--- src/rtl/malu_pkg.sv ---
// Shared constants for the matrix-ALU issuer: op-code values, FSM encoding and sizing defaults.
package malu_pkg;

  localparam int MAX_ELEMS_DEFAULT = 25;
  localparam int TIMEOUT_DEFAULT   = 64;

  // Op-codes are forwarded untouched; these names exist for the host and ALU sides.
  localparam logic [7:0] OP_ADD   = 8'h01;
  localparam logic [7:0] OP_SUB   = 8'h02;
  localparam logic [7:0] OP_DOT   = 8'h03;
  localparam logic [7:0] OP_CROSS = 8'h04;
  localparam logic [7:0] OP_MULI  = 8'h05;
  localparam logic [7:0] OP_DET   = 8'h06;
  localparam logic [7:0] OP_TRANS = 8'h07;

  typedef enum logic [3:0] {
    ST_IDLE,
    ST_HDR_S1,
    ST_HDR_S2,
    ST_LOAD1,
    ST_LOAD2,
    ST_ISSUE,
    ST_WAIT,
    ST_OUT_HI,
    ST_OUT_LO
  } state_t;

  function automatic logic is_busy_state(input state_t s);
    return (s == ST_ISSUE) || (s == ST_WAIT) || (s == ST_OUT_HI) || (s == ST_OUT_LO);
  endfunction

endpackage

--- src/rtl/malu_operand_buf.sv ---
// Operand store for one matrix: indexed writes, registered indexed read.
module malu_operand_buf
  import malu_pkg::*;
#(
  parameter int WIDTH = 8,
  parameter int DEPTH = MAX_ELEMS_DEFAULT,
  parameter int AW    = 5
) (
  input  logic             i_clk,
  input  logic             reset,
  input  logic             we,
  input  logic [AW-1:0]    wr_addr,
  input  logic [WIDTH-1:0] wr_data,
  input  logic             rd_en,
  input  logic [AW-1:0]    rd_addr,
  output logic [WIDTH-1:0] rd_data
);

  logic [WIDTH-1:0] mem [DEPTH];
  logic [WIDTH-1:0] rd_data_reg;

  always_ff @(posedge i_clk) begin
    if (we) begin
      mem[wr_addr] <= wr_data;
    end
  end

  // The first element of a one-element matrix is read in the same cycle it is written.
  always_ff @(posedge i_clk) begin
    if (reset) begin
      rd_data_reg <= '0;
    end else if (rd_en) begin
      rd_data_reg <= (we && (wr_addr == rd_addr)) ? wr_data : mem[rd_addr];
    end
  end

  assign rd_data = rd_data_reg;

endmodule

--- src/rtl/malu_issuer.sv ---
// Collects a host matrix frame, issues one ALU request per element index and
// streams each Hi/Lo result back to the host.
module malu_issuer
  import malu_pkg::*;
#(
  parameter int bitness   = 8,
  parameter int MAX_ELEMS = MAX_ELEMS_DEFAULT,
  parameter int TIMEOUT   = TIMEOUT_DEFAULT
) (
  input  logic               i_clk,
  input  logic               reset,
  input  logic               i_valid,
  input  logic [bitness-1:0] i_data,
  output logic               o_busy,
  output logic               o_alu_ready,
  output logic [7:0]         o_op_code,
  output logic [bitness-1:0] o_size_1,
  output logic [bitness-1:0] o_size_2,
  output logic [bitness-1:0] o_mat_1,
  output logic [bitness-1:0] o_mat_2,
  input  logic               i_alu_ready,
  input  logic [bitness-1:0] i_result_Hi,
  input  logic [bitness-1:0] i_result_Lo,
  output logic               o_res_valid,
  output logic [bitness-1:0] o_res_data,
  input  logic               i_res_ack,
  output logic               o_error
);

  localparam int AW = (MAX_ELEMS > 1) ? $clog2(MAX_ELEMS) : 1;
  localparam int TW = $clog2(TIMEOUT + 1);
  localparam logic [bitness-1:0] MAX_W        = bitness'(MAX_ELEMS);
  localparam logic [TW-1:0]      TIMEOUT_LAST = TW'(TIMEOUT - 1);

  state_t             state_reg, state_next;
  logic [7:0]         op_reg, op_next;
  logic [bitness-1:0] s1_reg, s1_next;
  logic [bitness-1:0] s2_reg, s2_next;
  logic [bitness-1:0] idx_reg, idx_next;
  logic [bitness-1:0] k_reg, k_next;
  logic [bitness-1:0] hi_reg, hi_next;
  logic [bitness-1:0] lo_reg, lo_next;
  logic [TW-1:0]      timer_reg, timer_next;
  logic               error_reg, error_next;

  logic [1:0]               buf_we;
  logic [1:0][bitness-1:0]  buf_rd;
  logic                     rd_en;
  logic [AW-1:0]            rd_addr;
  logic [bitness-1:0]       idx_plus;
  logic [bitness-1:0]       k_plus;
  logic [bitness-1:0]       n_elems;

  assign idx_plus = idx_reg + 1'b1;
  assign k_plus   = k_reg + 1'b1;
  assign n_elems  = (s1_reg > s2_reg) ? s1_reg : s2_reg;

  generate
    for (genvar gi = 0; gi < 2; gi++) begin : g_buf
      malu_operand_buf #(
        .WIDTH (bitness),
        .DEPTH (MAX_ELEMS),
        .AW    (AW)
      ) u_buf (
        .i_clk   (i_clk),
        .reset   (reset),
        .we      (buf_we[gi]),
        .wr_addr (idx_reg[AW-1:0]),
        .wr_data (i_data),
        .rd_en   (rd_en),
        .rd_addr (rd_addr),
        .rd_data (buf_rd[gi])
      );
    end
  endgenerate

  always_ff @(posedge i_clk) begin
    if (reset) begin
      state_reg <= ST_IDLE;
      op_reg    <= '0;
      s1_reg    <= '0;
      s2_reg    <= '0;
      idx_reg   <= '0;
      k_reg     <= '0;
      hi_reg    <= '0;
      lo_reg    <= '0;
      timer_reg <= '0;
      error_reg <= 1'b0;
    end else begin
      state_reg <= state_next;
      op_reg    <= op_next;
      s1_reg    <= s1_next;
      s2_reg    <= s2_next;
      idx_reg   <= idx_next;
      k_reg     <= k_next;
      hi_reg    <= hi_next;
      lo_reg    <= lo_next;
      timer_reg <= timer_next;
      error_reg <= error_next;
    end
  end

  always_comb begin
    state_next = state_reg;
    op_next    = op_reg;
    s1_next    = s1_reg;
    s2_next    = s2_reg;
    idx_next   = idx_reg;
    k_next     = k_reg;
    hi_next    = hi_reg;
    lo_next    = lo_reg;
    timer_next = timer_reg;
    error_next = 1'b0;
    buf_we     = '0;
    rd_en      = 1'b0;
    rd_addr    = '0;

    case (state_reg)
      ST_IDLE: begin
        if (i_valid) begin
          op_next    = 8'(i_data);
          state_next = ST_HDR_S1;
        end
      end
      ST_HDR_S1: begin
        if (i_valid) begin
          s1_next = i_data;
          if (i_data > MAX_W) begin
            error_next = 1'b1;
            state_next = ST_IDLE;
          end else begin
            state_next = ST_HDR_S2;
          end
        end
      end
      ST_HDR_S2: begin
        if (i_valid) begin
          s2_next  = i_data;
          idx_next = '0;
          k_next   = '0;
          if (i_data > MAX_W) begin
            error_next = 1'b1;
            state_next = ST_IDLE;
          end else if (s1_reg != '0) begin
            state_next = ST_LOAD1;
          end else if (i_data != '0) begin
            state_next = ST_LOAD2;
          end else begin
            state_next = ST_IDLE;
          end
        end
      end
      ST_LOAD1: begin
        if (i_valid) begin
          buf_we[0] = 1'b1;
          if (idx_plus == s1_reg) begin
            idx_next = '0;
            if (s2_reg != '0) begin
              state_next = ST_LOAD2;
            end else begin
              rd_en      = 1'b1;
              state_next = ST_ISSUE;
            end
          end else begin
            idx_next = idx_plus;
          end
        end
      end
      ST_LOAD2: begin
        if (i_valid) begin
          buf_we[1] = 1'b1;
          if (idx_plus == s2_reg) begin
            idx_next   = '0;
            rd_en      = 1'b1;
            state_next = ST_ISSUE;
          end else begin
            idx_next = idx_plus;
          end
        end
      end
      ST_ISSUE: begin
        timer_next = '0;
        state_next = ST_WAIT;
      end
      ST_WAIT: begin
        if (i_alu_ready) begin
          hi_next    = i_result_Hi;
          lo_next    = i_result_Lo;
          state_next = ST_OUT_HI;
        end else if (timer_reg == TIMEOUT_LAST) begin
          error_next = 1'b1;
          state_next = ST_IDLE;
        end else begin
          timer_next = timer_reg + 1'b1;
        end
      end
      ST_OUT_HI: begin
        if (i_res_ack) begin
          state_next = ST_OUT_LO;
        end
      end
      ST_OUT_LO: begin
        if (i_res_ack) begin
          if (k_plus == n_elems) begin
            k_next     = '0;
            state_next = ST_IDLE;
          end else begin
            k_next     = k_plus;
            rd_en      = 1'b1;
            rd_addr    = k_plus[AW-1:0];
            state_next = ST_ISSUE;
          end
        end
      end
      default: state_next = ST_IDLE;
    endcase
  end

  assign o_busy      = is_busy_state(state_reg);
  assign o_alu_ready = (state_reg == ST_ISSUE);
  assign o_res_valid = (state_reg == ST_OUT_HI) || (state_reg == ST_OUT_LO);
  assign o_op_code   = op_reg;
  assign o_size_1    = s1_reg;
  assign o_size_2    = s2_reg;
  assign o_error     = error_reg;
  // The shorter matrix is zero-padded up to the longer one.
  assign o_mat_1     = (k_reg < s1_reg) ? buf_rd[0] : '0;
  assign o_mat_2     = (k_reg < s2_reg) ? buf_rd[1] : '0;

  always_comb begin
    o_res_data = '0;
    if (state_reg == ST_OUT_HI) begin
      o_res_data = hi_reg;
    end else if (state_reg == ST_OUT_LO) begin
      o_res_data = lo_reg;
    end
  end

endmodule

--- config.mk ---
export PLATFORM = sky130hd
export DESIGN_NAME = malu_issuer
export DESIGN_NICKNAME = d
export VERILOG_FILES = /design/src/rtl/malu_pkg.sv /design/src/rtl/malu_operand_buf.sv /design/src/rtl/malu_issuer.sv
export SDC_FILE = /design/constraint.sdc
export NUM_CORES = 1
export LEC_CHECK = 0
export BUFFER_PORTS_ARGS = -buffer_cell sky130_fd_sc_hd__buf_4
export CORE_ASPECT_RATIO = 1.4
export CORE_UTILIZATION = 40
export CTS_BUF_LIST = sky130_fd_sc_hd__clkbuf_8
export CTS_CLUSTER_DIAMETER = 120
export DETAILED_ROUTE_END_ITERATION = 8
export GPL_ROUTABILITY_DRIVEN = 1
export PLACE_DENSITY = 0.6
export SYNTH_ARGS = -nofsm -noshare
export SYNTH_HDL_FRONTEND = slang
export SYNTH_SLANG_ARGS = --single-unit
--- constraint.sdc ---
create_clock -name i_clk -period 7 [get_ports i_clk]
set_input_delay 0.35 -clock i_clk [delete_from_list [all_inputs] [get_ports i_clk]]
set_output_delay 0.35 -clock i_clk [all_outputs]
set_load 0.01 [all_outputs]
==> results.yml <==
worst_setup_path:
  cp.depth: 15
  required_ps: 7550
  rr_worst_depth: 15
  path_common_cell: "nand2_1"
  end_kind: "register"
  slowest_stage: "nor4_1"
  crit_end: "g_buf[1].u_buf.rd_data[3]"
  path_cells: "inv_1 > ha_1 > and2b_1 > o211ai_2 > nand2_1 > a32o_1 > a2111oi_0 > nor4b_2 > and4_4 > nor2_4 > a21oi_2 > buf_4 > nor4_1 > nand2_1 > a21oi_1"
  crit_path_start_kind: "register"
  reg2reg_to: "g_buf[1].u_buf.rd_data[3]"
  max_stage_delay_ps: 1070
  cp_num_buf_inv: 2
  rrSetupSlack_ps: 1670
  crit_fanout: 36
  crit_family: "simple AND/OR/NAND/NOR gates"
  rr_startpoint: "o_size_2[1]"
  critPathKind: "register to register"
  worstSetupStartpoint: "o_size_2[1]"
  crit_arrival_ps: 5880
synth:
  avgSynthCellArea_um2: 12.8
  synthSimpleGateAreaFrac_pct: 10.6
  synth_top_family_by_area: "compound AO/OA/AOI/OAI gates"
  synthTopCellsByArea: "edfxtp_1, dfxtp_1, a21oi_1, mux2i_1, nand2_1"
  synth_mux_area_share_pct: 5.11
  synth_fa_ha_area_share_pct: 1.66
  syn_area_mm2: 0.0210
  syn_inst: 1641
  synth_top_area_share_pct: 57.1
  synth_compound_area_share_pct: 12.8
  synthesis.nets: 1698
  synth_cell_type_count: 83
  synth_enable_flop_cells: 400
  yosys-top-cells-count: "edfxtp_1, nand2_1, a21oi_1"
  yosys_warnings: 0
  async_reset_ff_share_pct: 0
  ys_seq_area_share_pct: 65.1
  ys.flop_type: "edfxtp_1"
  ys_ff_latch: 484
  yosysMostFrequentCell: "edfxtp_1"
  yosys.area.top_type: "edfxtp_1"
  synth-xor-area-share_pct: 1.62
global_routing:
  grt_pass1_wl_um: 90700
  overflow: 0
  antenna_found_initial: 1
  grt_pass1_vias: 14400
  grtUsageTotal_pct: 22.9
  grt_max_degree: 85
clocking:
  worstSkewPairLatency_ps: 650
  numClockSinks: 484
  cts-root-buf: "clkbuf_8"
  clkTransAtPathRegs_ps: 60
  cts_tree: "yes"
  htree_levels: 3
  clockBufferDepth: 3
  cts_made_buffers: 72
floorplanning:
  ios: 81
  die_height_um: 273
  core_area_mm2: 0.0520
  dieArea_mm2: 0.0535
  die_x_um: 196
  rows: 99
  start_util_pct: 40.4
timing:
  rsz0062_at_grt: "no"
  relSlewSlack_pct: 12.7
  setup_violations: 0
  fin_crit_ps: 5330
  worst_clock_skew_ps: 21.0
  slew_violations: 0
  max_freq_mhz: 188
  tightestPinTransition_ps: 1310
  finalCritPeriodShare_pct: 76.1
  hold_viol: 0
  tns_ps: 0
  layout_setup_ws_ps: 1670
route:
  ant_nets: 0
  routed_wl_um: 61200
  post_drt_wl_per_cell_um: 24.9
  drt_iter0_markers: 1420
  dr.pass1.iters: 6
  num_vias: 14500
  avgViaCountPerCell: 5.89
  drc: 0
finish:
  stdcell_area_mm2: 0.0239
  drive_above_1_share_pct: 14.3
  area_delta_synth_final_pct: 13.4
  instances_no_fill: 2460
  fin_nets: 1804
  regArea_mm2: 0.0137
  multi_input_area_mm2: 0.00673
  final_core_util_pct: 45.9
  largest_reg_flops: 400
  fillCellCount: 4650
place:
  place_ws_ps: 1830
  dp_hpwl_um: 39900
  gp_congestion: 0.957
  dp_cells: 2312
  placed_area_mm2: 0.0223
  portBuffers: 80
worst_hold_path:
  min_path_type: "input pin to register"
power:
  peakVddDrop_mv: 0.108
  p_per_area_mw_per_mm2: 263
  p_leak_nw: 7.88
run:
  maxCapViolations: 0
status:
  run_status: "completed"
==> layout make-up <==
type / count / area share (%)
Inverter: 68 / 1.07
Clock inverter: 53 / 1.20
Tap cell: 656 / 3.44
Sequential cell: 484 / 57.4
Clock buffer: 77 / 4.44
Multi-Input combinational cell: 991 / 28.2
Timing Repair Buffer: 130 / 4.27
Antenna cell: 1 / 0.0105
==> cells in the final DEF (no fill, tap or decap), types with 5 or more instances in the layout <==
master / netlist / routed
o311a_1: 12 / 12
a31oi_1: 9 / 9
xnor2_1: 25 / 23
a211oi_1: 5 / 5
and2_1: 30 / 30
nand3_1: 26 / 26
buf_4: 2 / 113
mux2_2: 8 / 8
a32oi_1: 5 / 5
dlygate4sd3_1: 0 / 17
a22o_1: 21 / 21
dfxtp_1: 84 / 83
a21oi_1: 117 / 117
nor3_1: 30 / 30
o22ai_1: 45 / 45
or3_1: 7 / 7
o21ai_0: 47 / 47
nor2b_1: 14 / 14
nand4_1: 8 / 8
clkinv_1: 0 / 17
edfxtp_1: 400 / 400
mux2i_1: 58 / 58
mux4_2: 18 / 18
ha_1: 28 / 28
and3_1: 13 / 13
a221oi_1: 17 / 17
xor2_1: 12 / 11
o221ai_1: 30 / 30
nor4_1: 21 / 20
nand3b_1: 6 / 6
a22oi_1: 31 / 31
nor2_1: 110 / 110
nand2b_1: 13 / 13
a2111oi_0: 18 / 18
clkbuf_8: 0 / 77
inv_1: 68 / 94
nand2_1: 132 / 132
==> how the worst min path moves through the flow <==
| stage | cells past startpoint | slack [ps] | end | from |
|---|---|---|---|---|
| 5_1_grt | 1 | 40 | g_buf[0].u_buf.mem[20][2] | i_data[2] |
| 2_1_floorplan | 2 | 410 | timer_reg[6] | timer_reg[6] |
| 3_5_place_dp | 2 | 430 | timer_reg[6] | timer_reg[6] |
| 4_1_cts | 1 | 20 | g_buf[0].u_buf.mem[20][2] | i_data[2] |
| 3_3_place_gp | 2 | 420 | timer_reg[6] | timer_reg[6] |
| 6_report | 1 | 50 | g_buf[0].u_buf.mem[20][2] | i_data[2] |
==> through the flow <==
stage / hold slack [ps] / total power [mW]
floorplan: 407 / 3.82
global placement: 417 / 4.12
detailed placement: 426 / 4.13
CTS: 17.2 / 6.32
global route: 39.3 / 6.51
finish: 52.8 / 6.29
==> where the power goes <==
part / total [mW] / internal [mW] / switching (mW)
sequential: 3.26 / 3.18 / 0.0790
clock: 2.20 / 1.10 / 1.10
combinational: 0.833 / 0.308 / 0.525
==> metal layers <==
layer  share of wire (%)  vias to the layer above  wire, µm  GRT usage, %
met4                 5.9                        0      3610          14.3
met2                  51                      634     31200          40.6
li1                    -                     6508         -             -
met1                  37                     7192     22600          26.0
met3                 6.2                      150      3790          2.94
met5                   0                        -         0             0
==> cells by family after synthesis <==
group | after synthesis
xor gates and xnor gates | 38
AOI/OAI and AO/OA | 397
muxes | 84
and+or+nand+nor | 444
buffers and inverters | 166
DFF | 484
adders and majority gates | 28
==> repair_timing <==
action | CTS | global route
setup buffers | 0 | 0
resized for setup | 0 | 0
hold endpoints to repair | 18 | 0
hold buffers | 17 | 0
==> worst register-to-register path, stage by stage, from the launching register on <==
cell and delay [ps]:
dfxtp_1 480, inv_1 140, ha_1 330, and2b_1 190
o211ai_2 220, nand2_1 110, a32o_1 260, a2111oi_0 710
nor4b_2 140, and4_4 340, nor2_4 550, a21oi_2 60
buf_4 290, nor4_1 1090, nand2_1 140, a21oi_1 180
Power figures use the tool's default switching activity.
